===== src/rtl/sr_latch_driver.sv =====
// Command-side driver for a cross-coupled NOR SR latch.
// Emits guarded set/reset pulses and checks synchronized readback.
module sr_latch_driver #(
  parameter int GAP_W   = 2,
  parameter int PULSE_W = 4,
  parameter int SETTLE  = 3
) (
  input  logic clk,
  input  logic rst,
  input  logic req,
  input  logic d,
  output logic s,
  output logic r,
  input  logic q_fb,
  input  logic qb_fb,
  output logic busy,
  output logic done,
  output logic err,
  output logic level
);

  localparam int MAX_GP = (GAP_W > PULSE_W) ? GAP_W : PULSE_W;
  localparam int MAXC   = (MAX_GP > SETTLE) ? MAX_GP : SETTLE;
  localparam int CW     = $clog2(MAXC + 1);

  localparam logic [CW-1:0] GAP_LD   = CW'(GAP_W - 1);
  localparam logic [CW-1:0] PULSE_LD = CW'(PULSE_W - 1);
  localparam logic [CW-1:0] SETL_LD  = CW'(SETTLE - 1);
  localparam logic [CW-1:0] ONE      = CW'(1);

  typedef enum logic [1:0] {
    IDLE,
    GAP,
    PULSE,
    SETL
  } state_t;

  state_t        state;
  logic [CW-1:0] cnt;
  logic          tgt;
  logic          q1;
  logic          qb1;
  logic          qs;
  logic          qbs;
  logic          pass;

  // Both rails must agree with the target; equal rails never pass.
  assign pass = (qs == tgt) && (qbs == ~tgt);

  always_ff @(posedge clk) begin
    if (rst) begin
      q1  <= 1'b0;
      qb1 <= 1'b0;
      qs  <= 1'b0;
      qbs <= 1'b0;
    end else begin
      q1  <= q_fb;
      qb1 <= qb_fb;
      qs  <= q1;
      qbs <= qb1;
    end
  end

  always_ff @(posedge clk) begin
    if (rst) begin
      state <= IDLE;
      cnt   <= '0;
      tgt   <= 1'b0;
      s     <= 1'b0;
      r     <= 1'b0;
      busy  <= 1'b0;
      done  <= 1'b0;
      err   <= 1'b0;
      level <= 1'b0;
    end else begin
      done <= 1'b0;
      unique case (state)
        IDLE: begin
          if (req) begin
            tgt   <= d;
            level <= d;
            busy  <= 1'b1;
            cnt   <= GAP_LD;
            state <= GAP;
          end
        end
        GAP: begin
          if (cnt == '0) begin
            s     <= tgt;
            r     <= ~tgt;
            cnt   <= PULSE_LD;
            state <= PULSE;
          end else begin
            cnt <= cnt - ONE;
          end
        end
        PULSE: begin
          if (cnt == '0) begin
            s     <= 1'b0;
            r     <= 1'b0;
            cnt   <= SETL_LD;
            state <= SETL;
          end else begin
            cnt <= cnt - ONE;
          end
        end
        SETL: begin
          if (cnt == '0) begin
            err   <= ~pass;
            done  <= 1'b1;
            busy  <= 1'b0;
            state <= IDLE;
          end else begin
            cnt <= cnt - ONE;
          end
        end
        default: state <= IDLE;
      endcase
    end
  end

endmodule

===== config.mk =====
export PLATFORM = sky130hd
export DESIGN_NAME = sr_latch_driver
export DESIGN_NICKNAME = d
export VERILOG_FILES = /design/src/rtl/sr_latch_driver.sv
export SDC_FILE = /design/constraint.sdc
export NUM_CORES = 1
export LEC_CHECK = 0
export ABC_CLOCK_PERIOD_IN_PS = 1800
export CAP_MARGIN = 20
export CORE_UTILIZATION = 45
export CTS_CLUSTER_SIZE = 28
export DETAILED_ROUTE_END_ITERATION = 10
export PLACE_DENSITY = 0.66
export REMOVE_ABC_BUFFERS = 1
export SLEW_MARGIN = 30
export SYNTH_ARGS = -nofsm -noshare
export SYNTH_HDL_FRONTEND = slang
export SYNTH_SLANG_ARGS = --single-unit

===== constraint.sdc =====
create_clock -name clk -period 1.8 [get_ports clk]
set_input_delay 0.18 -clock clk [delete_from_list [all_inputs] [get_ports clk]]
set_output_delay 0.18 -clock clk [all_outputs]
set_load 0.02 [all_outputs]

==> impl_metrics.json <==
{
  "regToRegSetupSlack_ps": 140,
  "synth_compound_area_frac": 0.1934,
  "drt_iter0_markers": 4,
  "reg2reg_from": "state[0]",
  "crit_fanout": 6,
  "clk_latency_ps": 280,
  "async_flop_share": 0,
  "whs_endpoint": "qbs",
  "hold_class": "reg -> reg",
  "nNetsFinal": 111,
  "p_total_w": 0.001354,
  "antenna_found_initial": 0,
  "min_period_over_period": 0.9221,
  "synth-xor-area-share": 0,
  "swShare": 0.3983,
  "synth_seq_cells": 15,
  "setup_violations": 0,
  "via_count": 583,
  "power_frac_comb": 0.521,
  "yosysSeqAreaShare": 0.4145,
  "crit_arrival_ps": 1840,
  "grtUsageMet2": 0.2656,
  "drv_cap": 0,
  "drc_errors": 0,
  "grt_overflow": 0,
  "root_buffer": "clkbuf_4",
  "synth_area_um2": 724.4,
  "clockBufferDepth": 2,
  "ys_warn_count": 0,
  "worst_pin_slew_ps": 350.9,
  "wl_per_cell_um": 11.17,
  "firstDrtPassIters": 4,
  "io_pins": 12,
  "synth_top_cell_by_area": "dfxtp_1",
  "status": "completed",
  "syn_avg_cell_area_um2": 8.944,
  "clock_skew_ps": 9.942,
  "vias_per_cell": 5.114,
  "numCtsBuffers": 3,
  "cts_sinks": 15,
  "layout_commonest_cell": "dfxtp_1",
  "reg2reg_depth": 6,
  "dieArea_mm2": 0.001775,
  "num_rows": 14,
  "cellLeakagePower_nw": 0.3573,
  "intPower_w": 0.0008145,
  "grt_max_degree": 10,
  "synth_flop_cell": "dfxtp_1",
  "cts.clk_slew.worst_paths_ps": 90,
  "yosys-top-cells-area": "dfxtp_1 41%, ha_1 10%, nand2_1 5.2%",
  "start_util": 0.4809,
  "ant_nets": 0,
  "grt_pass1_vias": 511,
  "hold_viol": 0,
  "wl_mm": 1.273,
  "yosysUniqueCellTypes": 29,
  "synth_edf_count": 0,
  "critical_path.cell_chain": "inv_1, ha_1, or3_4, a21boi_2, mux2i_1, nor2_1",
  "gp_congestion": 0.7661,
  "pwr-share-seq": 0.339,
  "hold_start": "qb1",
  "die_h_um": 42.13,
  "cp-start-kind": "flip-flop",
  "globalRouteMet3Util": 0.02586,
  "cp_slowest_cell": "or3_4",
  "synthMuxAreaShare": 0.01382,
  "antenna_cells": 0,
  "grt_pass1_wl_mm": 2.228,
  "grt.busiest_layer": "met2",
  "critical_path_class": "reg -> reg",
  "area_delta_synth_final_pct": 24.18,
  "synth-simple-area-share": 0.2332,
  "period_minus_slack_ps": 1660,
  "cts_resized": 0,
  "rsz0062_at_grt": "no",
  "groute.usage.overall": 0.1671,
  "hold_path_depth": 1,
  "r2r-end": "state[1]",
  "synth_top_area_frac": 0.4145,
  "power_density_mw_per_mm2": 1505,
  "hpwl_mm": 1.001,
  "dpl-instance-area_um2": 873.3,
  "end_kind": "flip-flop",
  "cpPeakStageDelay_ps": 400,
  "drive_above_1_share": 0.1020,
  "synth_top_family_by_area": "simple AND/OR/NAND/NOR gates",
  "fmax_mhz": 602.5,
  "p_switching_w": 0.0005393,
  "clkPwrFrac": 0.140,
  "portBuffers": 11,
  "layout_common_cells": "15 x dfxtp_1, 11 x clkdlybuf4s50_1, 10 x nand2_1",
  "cts_tree": "done",
  "core-area_mm2": 0.001506,
  "slew_violations": 0,
  "required_ps": 1980,
  "ir_worst_vdd_mv": 0.8427,
  "die_w_um": 42.13,
  "cts_hold_buffers": 0,
  "finalSetupTns_ps": 0,
  "cts_setup_buffers": 0,
  "synth_cells": 81,
  "cts_htree_levels": 1,
  "use_met1": 0.2156,
  "relSlewSlack": 0.7654,
  "final_area_um2": 899.6,
  "synthAdderAreaFrac": 0.1036
}
[cells in the mapped netlist, types with 2 or more instances]
cell / count
nand2_1: 10
a22oi_1: 2
nor2b_1: 4
nor2_1: 9
ha_1: 6
a21oi_1: 7
dfxtp_1: 15
inv_1: 7
[power groups by stage]
stage | registers, W | clock network [W] | logic, W
6_report | 0.000458 | 0.000190 | 0.000705
3_3_place_gp | 0.000464 | 0 | 0.000696
5_1_grt | 0.000475 | 0.000203 | 0.000783
2_1_floorplan | 0.000493 | 0 | 0.000489
3_5_place_dp | 0.000469 | 0 | 0.000707
4_1_cts | 0.000461 | 0.000196 | 0.000711
[how the worst max path moves through the flow]
stage	start	endpoint	slack (ps)	depth (start not counted)
2_1_floorplan	state[0]	state[1]	250	6
4_1_cts	state[0]	state[1]	130	6
3_3_place_gp	state[0]	state[1]	200	6
6_report	state[0]	state[1]	140	6
3_5_place_dp	state[0]	state[1]	150	6
5_1_grt	state[0]	state[1]	20	6
[stage by stage]
| step | worst slack (ps) | util | hold slack, ps | cells |
|---|---|---|---|---|
| 2_1_floorplan | 252.0 | - | 249.1 | 80 |
| 3_3_place_gp | 204.0 | 0.5797 | 420.5 | 110 |
| 3_5_place_dp | 151.9 | 0.5797 | 425.8 | 110 |
| 4_1_cts | 128.6 | 0.5972 | 446.0 | 114 |
| 5_1_grt | 19.17 | 0.5972 | 466.1 | 114 |
| 6_report | 140.3 | 0.5972 | 444.3 | 114 |
[state kept, by name, summed over array words and instances, names as in the netlist]
register / cells
err: 1
qs: 1
qb1: 1
state: 2
q1: 1
r: 1
s: 1
qbs: 1
cnt: 3
busy: 1
done: 1
tgt: 1
[per-layer routing]
layer / vias up / part of all wire
li1: 312 / -
met1: 262 / 0.49
met2: 7 / 0.47
met3: 2 / 0.029
met4: 0 / 0.015
met5: - / 0
[critical path: cells and delay by family (launching register included)]
family / cells / cell delay (ps)
buffers and inverters: 1 / 80
and+or+nand+nor: 2 / 450
AOI/OAI and AO/OA: 1 / 190
muxes: 1 / 200
adders and majority gates: 1 / 260
DFF: 1 / 390
[layout make-up]
class	count	area, um2
tap	16	20.02
multi-input combinational	58	394.1
fill	151	606.8
inverter	7	26.28
clock buffer	4	26.28
timing repair buffer	14	132.6
sequential	15	300.3
[logic make-up (layout without fill, tap and decap cells)]
| logic type | after synthesis | in the layout |
|---|---|---|
| and+or+nand+nor | 32 | 32 |
| buffers and inverters | 8 | 25 |
| muxes | 1 | 1 |
| adders and majority gates | 6 | 6 |
| AOI/OAI and AO/OA | 19 | 19 |
| DFF | 15 | 15 |
Power figures use the tool's default switching activity.
==> RTL change 1 (same flow settings) <==
`SETTLE`: 3 -> 6.
--- a/src/rtl/sr_latch_driver.sv
+++ b/src/rtl/sr_latch_driver.sv
@@ -4,5 +4,5 @@
   parameter int GAP_W   = 2,
   parameter int PULSE_W = 4,
-  parameter int SETTLE  = 3
+  parameter int SETTLE  = 6
 ) (
   input  logic clk,
Behaviour: same outputs for any inputs over 10 cycles, from zero or initial values and one cycle with rst high; that may be too few to reach the edited logic, so the function may still have changed.
==> RTL change 1 against the unedited design <==
First-iteration DRC count grew to 6.3 times the old value; routed wire length rose by 19%; sequential share of layout area about the same; area after synthesis grew 3.1%; sequential cell count unchanged; clock power is 7% higher; non-clock buffer count fell by 2; cell area increased by 0.14%; total power rose by 0.23%; setup slack gained 0.079 ns.
==> RTL change 1: results (changes against the unedited design) <==
run status=finished, final reports clean; Adder-Cell Fraction of Synth Area=10.1% (-0.31 points); share of layout cells above drive strength 1=8.33% (-1.9 points); Cells on Worst Hold Path=2 (+1); multiplexer share of the synthesized area=1.34% (-0.042 points); ranking of synthesized cells by area=dfxtp_1 40%, ha_1 10%, nor2b_1 4.2%; placed cells=108 (-1.8%); min-delay worst type=in -> reg; vias after detailed routing=633 (+8.6%); pre-CTS setup slack=0.243 ns (+0.0910 ns); Internal Pwr Total=796 uW (-2.3%); vias in the first global route=602 (+18%); Peak VDD IR=0.000774 V (-8.2%); worst hold start=q_fb; first-pass GRT wire length=2540 um (+14%); pin count of the biggest net entering global routing=18 (+8); Worst Skew=0.000727 ns (-0.00921 ns); worst-case reg-to-reg path depth=5 (-1); gp weighted congestion=0.787 (+2.7%); distinct cell type count after synthesis=32 (+10%); Synth Area in Compound Gates=21.3% (+1.9 points); register area share after synthesis=40.2% (-1.2 points); GRT Overall Usage=19.0% (+2.3 points); leakage=0.350 nW (-2.1%); drt initial violations=25 (+21); Worst path slowest cell=clkdlybuf4s50_1; routed wire length=1520 um (+19%); hold slack=0.429 ns (-0.0154 ns)
[RTL change 1: kinds of logic (layout without fill, tap and decap cells)]
group / after synthesis / after routing
simple gates: 30 / 30
buf+inv: 8 / 21
mux: 1 / 1
compound gates: 23 / 23
flops: 15 / 15
fa+ha+maj: 6 / 6
[RTL change 1: area by class of cell]
class | count | area, um^2
well taps | 16 | 20.0
repair buffers | 12 | 118
multi-input cells | 60 | 417
clock inverters | 1 | 5.00
flip-flops and latches | 15 | 300
inverters | 5 | 18.8
fillers | 149 | 623
clock buffers | 3 | 22.5
[RTL change 1: how the worst max path moves through the flow]
stage / from / end / slack [ns] / depth (start not counted)
2_1_floorplan: state[1]$_SDFFE_PP0P_ / cnt[2]$_SDFFE_PP0P_ / 0.36 / 5
3_3_place_gp: state[1]$_SDFFE_PP0P_ / cnt[2]$_SDFFE_PP0P_ / 0.31 / 5
3_5_place_dp: state[1]$_SDFFE_PP0P_ / cnt[2]$_SDFFE_PP0P_ / 0.24 / 5
4_1_cts: tgt$_SDFFE_PP0P_ / level / 0.21 / 1
5_1_grt: state[1]$_SDFFE_PP0P_ / cnt[2]$_SDFFE_PP0P_ / 0.10 / 5
6_report: tgt$_SDFFE_PP0P_ / level / 0.22 / 1
[RTL change 1: per-layer routing]
metal / GRT usage, % / up-vias / share of wire (%)
li1: - / 319 / -
met1: 24.1 / 294 / 48
met2: 29.4 / 15 / 45
met3: 2.55 / 5 / 4.2
met4: 13.1 / 0 / 2.8
met5: 0 / - / 0
[RTL change 1: power groups by stage]
stage	Sequential [mW]	Combinational, mW	Clock [mW]
global route	0.471	0.769	0.220
global placement	0.462	0.674	0
floorplan	0.489	0.475	0
finish	0.460	0.694	0.203
detailed placement	0.467	0.690	0
CTS	0.460	0.693	0.210
==> RTL change 2 (same flow settings) <==
Without the edit above. Add an input register stage for `req`, `d`, `q_fb` and `qb_fb`, without a reset; this delays them by one clock.
--- a/src/rtl/sr_latch_driver.sv
+++ b/src/rtl/sr_latch_driver.sv
@@ -36,4 +36,16 @@
   } state_t;
 
+  logic req_q;
+  logic d_q;
+  logic q_fb_q;
+  logic qb_fb_q;
+
+  always_ff @(posedge clk) begin
+    req_q   <= req;
+    d_q     <= d;
+    q_fb_q  <= q_fb;
+    qb_fb_q <= qb_fb;
+  end
+
   state_t        state;
   logic [CW-1:0] cnt;
@@ -55,6 +67,6 @@
       qbs <= 1'b0;
     end else begin
-      q1  <= q_fb;
-      qb1 <= qb_fb;
+      q1  <= q_fb_q;
+      qb1 <= qb_fb_q;
       qs  <= q1;
       qbs <= qb1;
@@ -77,7 +89,7 @@
       unique case (state)
         IDLE: begin
-          if (req) begin
-            tgt   <= d;
-            level <= d;
+          if (req_q) begin
+            tgt   <= d_q;
+            level <= d_q;
             busy  <= 1'b1;
             cnt   <= GAP_LD;
Check against the original RTL: not equivalent (Yosys sat finds a counterexample within 4 cycles, from zero or initial values and one cycle with rst high).
==> RTL change 2 against the unedited design <==
Cell area grew 13%; maximum frequency decreased by 2.2%; sequential share of layout area increased by 4.2 points; sequential cell count is 4 higher; area after synthesis grew 12%; setup slack lost 0.038 ns; synthesized cell count increased by 4.9%; global-route usage is 1.0 points lower; routed wire length is 11% higher; total power is 12% higher.
==> RTL change 2: results (changes against the unedited design) <==
ranking of synthesized cells by area=dfxtp_1 47%, ha_1 9.2%, nand2_1 4.6%; main combinational cell family by area after synthesis=simple AND/OR/NAND/NOR gates; Max Cap Viol=0 (unchanged); crit-path max FO=6 (unchanged); XOR/XNOR share of the synthesized area=0% (unchanged); register area share after synthesis=46.7% (+5.2 points); vias in the first global route=525 (+2.7%); leakage=0.396 nW (+11%); DR WL/cell=11.0 um (-1.5%); Worst Skew=0.00520 ns (-0.00474 ns); Peak VDD IR=0.000837 V (-0.73%); clk slew on worst S/H paths=0.11 ns (+0.02 ns); Root Buffer=clkbuf_4; CTS H-tree lvls=1 (unchanged); first-pass GRT wire length=2220 um (-0.31%); met3 Use GR=6.12% (+3.5 points); gp weighted congestion=0.775 (+1.2%); Setup Buffers After CTS=0 (unchanged); worst hold start=d; min-delay worst type=in -> reg; most frequent cells after synthesis=19 x dfxtp_1, 10 x nand2_1, 9 x nor2_1; CP Launch Point=state[1]$_SDFFE_PP0P_; router iterations before antenna repair=4 (unchanged); Synth async-reset ratio=0% (unchanged); worst-case reg-to-reg path depth=6 (unchanged); pin count of the biggest net entering global routing=13 (+3); worst path arrival time=1.88 ns (+0.04 ns); PortBufs=11 (unchanged); # resized after CTS=0 (unchanged); Synth Area in Compound Gates=18.6% (-0.76 points); Adder-Cell Fraction of Synth Area=9.22% (-1.1 points); Antenna Diode Count=0 (unchanged); Num CTS Buffers=3 (unchanged); fin nets=116 (+4.5%); Clock Tree Buf Depth=2 (unchanged); met2 GRT Util=24.7% (-1.9 points); share of layout cells above drive strength 1=12.6% (+2.4 points); multiplexer share of the synthesized area=1.23% (-0.15 points); distinct cell type count after synthesis=28 (-3.4%); met1 track utilization from global routing=19.4% (-2.1 points); drt initial violations=5 (+1); YS warnings=0 (unchanged); Post-DP HPWL=1030 um (+2.9%); run status=finished, final reports clean; initial antenna violation count=0 (unchanged); GRT Overall Usage=15.7% (-1.0 points); vias per cell=4.77 (-6.8%); top flop regs=cnt: 3 flops, state: 2 flops; R2R setup slack=0.10 ns (-0.04 ns); clk_lat worst skew=0.30 ns (+0.02 ns); max_slew headroom=69.7% (-6.9 points); Critical Path Sink=state[1]$_SDFFE_PP0P_
## RTL change 2: cell count changes in the layout (fill, tap and decap cells not counted), sizes merged
cell and change:
buf +1, nand2b +1, or2b -1, clkbuf -1, clkinvlp +1, dfxtp +4
## RTL change 2: stage by stage
step           hold WS [ns]  util, %  cells  setup WS (ns)  instance area [um^2]
3_3_place_gp          0.419     57.5    124          0.220                   982
3_5_place_dp          0.422     57.5    124          0.122                   982
6_report              0.311     59.3    128          0.102                  1010
2_1_floorplan         0.208        -     84          0.216                   811
5_1_grt               0.290     59.3    128        0.00467                  1010
4_1_cts               0.304     59.3    128          0.107                  1010
## RTL change 2: power breakdown
group	internal, mW	leakage (nW)	switching (mW)
Clock	0.0846	0.0139	0.131
Combinational	0.347	0.225	0.397
Sequential	0.498	0.157	0.0545
## RTL change 2: area by class of cell
| class | count | area, um^2 |
|---|---|---|
| Clock buffer | 3 | 22.5 |
| Sequential cell | 19 | 380 |
| Tap cell | 25 | 31.3 |
| Clock inverter | 1 | 7.51 |
| Inverter | 7 | 26.3 |
| Multi-Input combinational cell | 58 | 404 |
| Fill cell | 147 | 696 |
| Timing Repair Buffer | 15 | 140 |
## RTL change 2: cell families after synthesis
| logic type | after synthesis |
|---|---|
| flops | 19 |
| buf+inv | 8 |
| mux | 1 |
| compound gates | 19 |
| fa+ha+maj | 6 |
| simple gates | 32 |
## RTL change 2: worst min-delay path by stage
stage                      to  slack [ns]  cells past startpoint
2_1_floorplan     d_q$_DFF_P_        0.21                      0
3_3_place_gp   qbs$_SDFF_PP0_        0.42                      1
3_5_place_dp    qs$_SDFF_PP0_        0.42                      1
4_1_cts           d_q$_DFF_P_        0.30                      1
5_1_grt           d_q$_DFF_P_        0.29                      1
6_report          d_q$_DFF_P_        0.31                      1
## RTL change 2: critical path: stages (launching register included)
cell and delay (ns):
dfxtp_1 0.39, inv_1 0.08, ha_1 0.28, or3_4 0.37
a21boi_2 0.19, mux2i_1 0.23, nor2_1 0.05
## RTL change 2: routing by layer
layer	routed length, um	share of wire [%]
met2	668	47
met4	13	0.92
met3	53	3.8
met1	672	48
met5	0	0
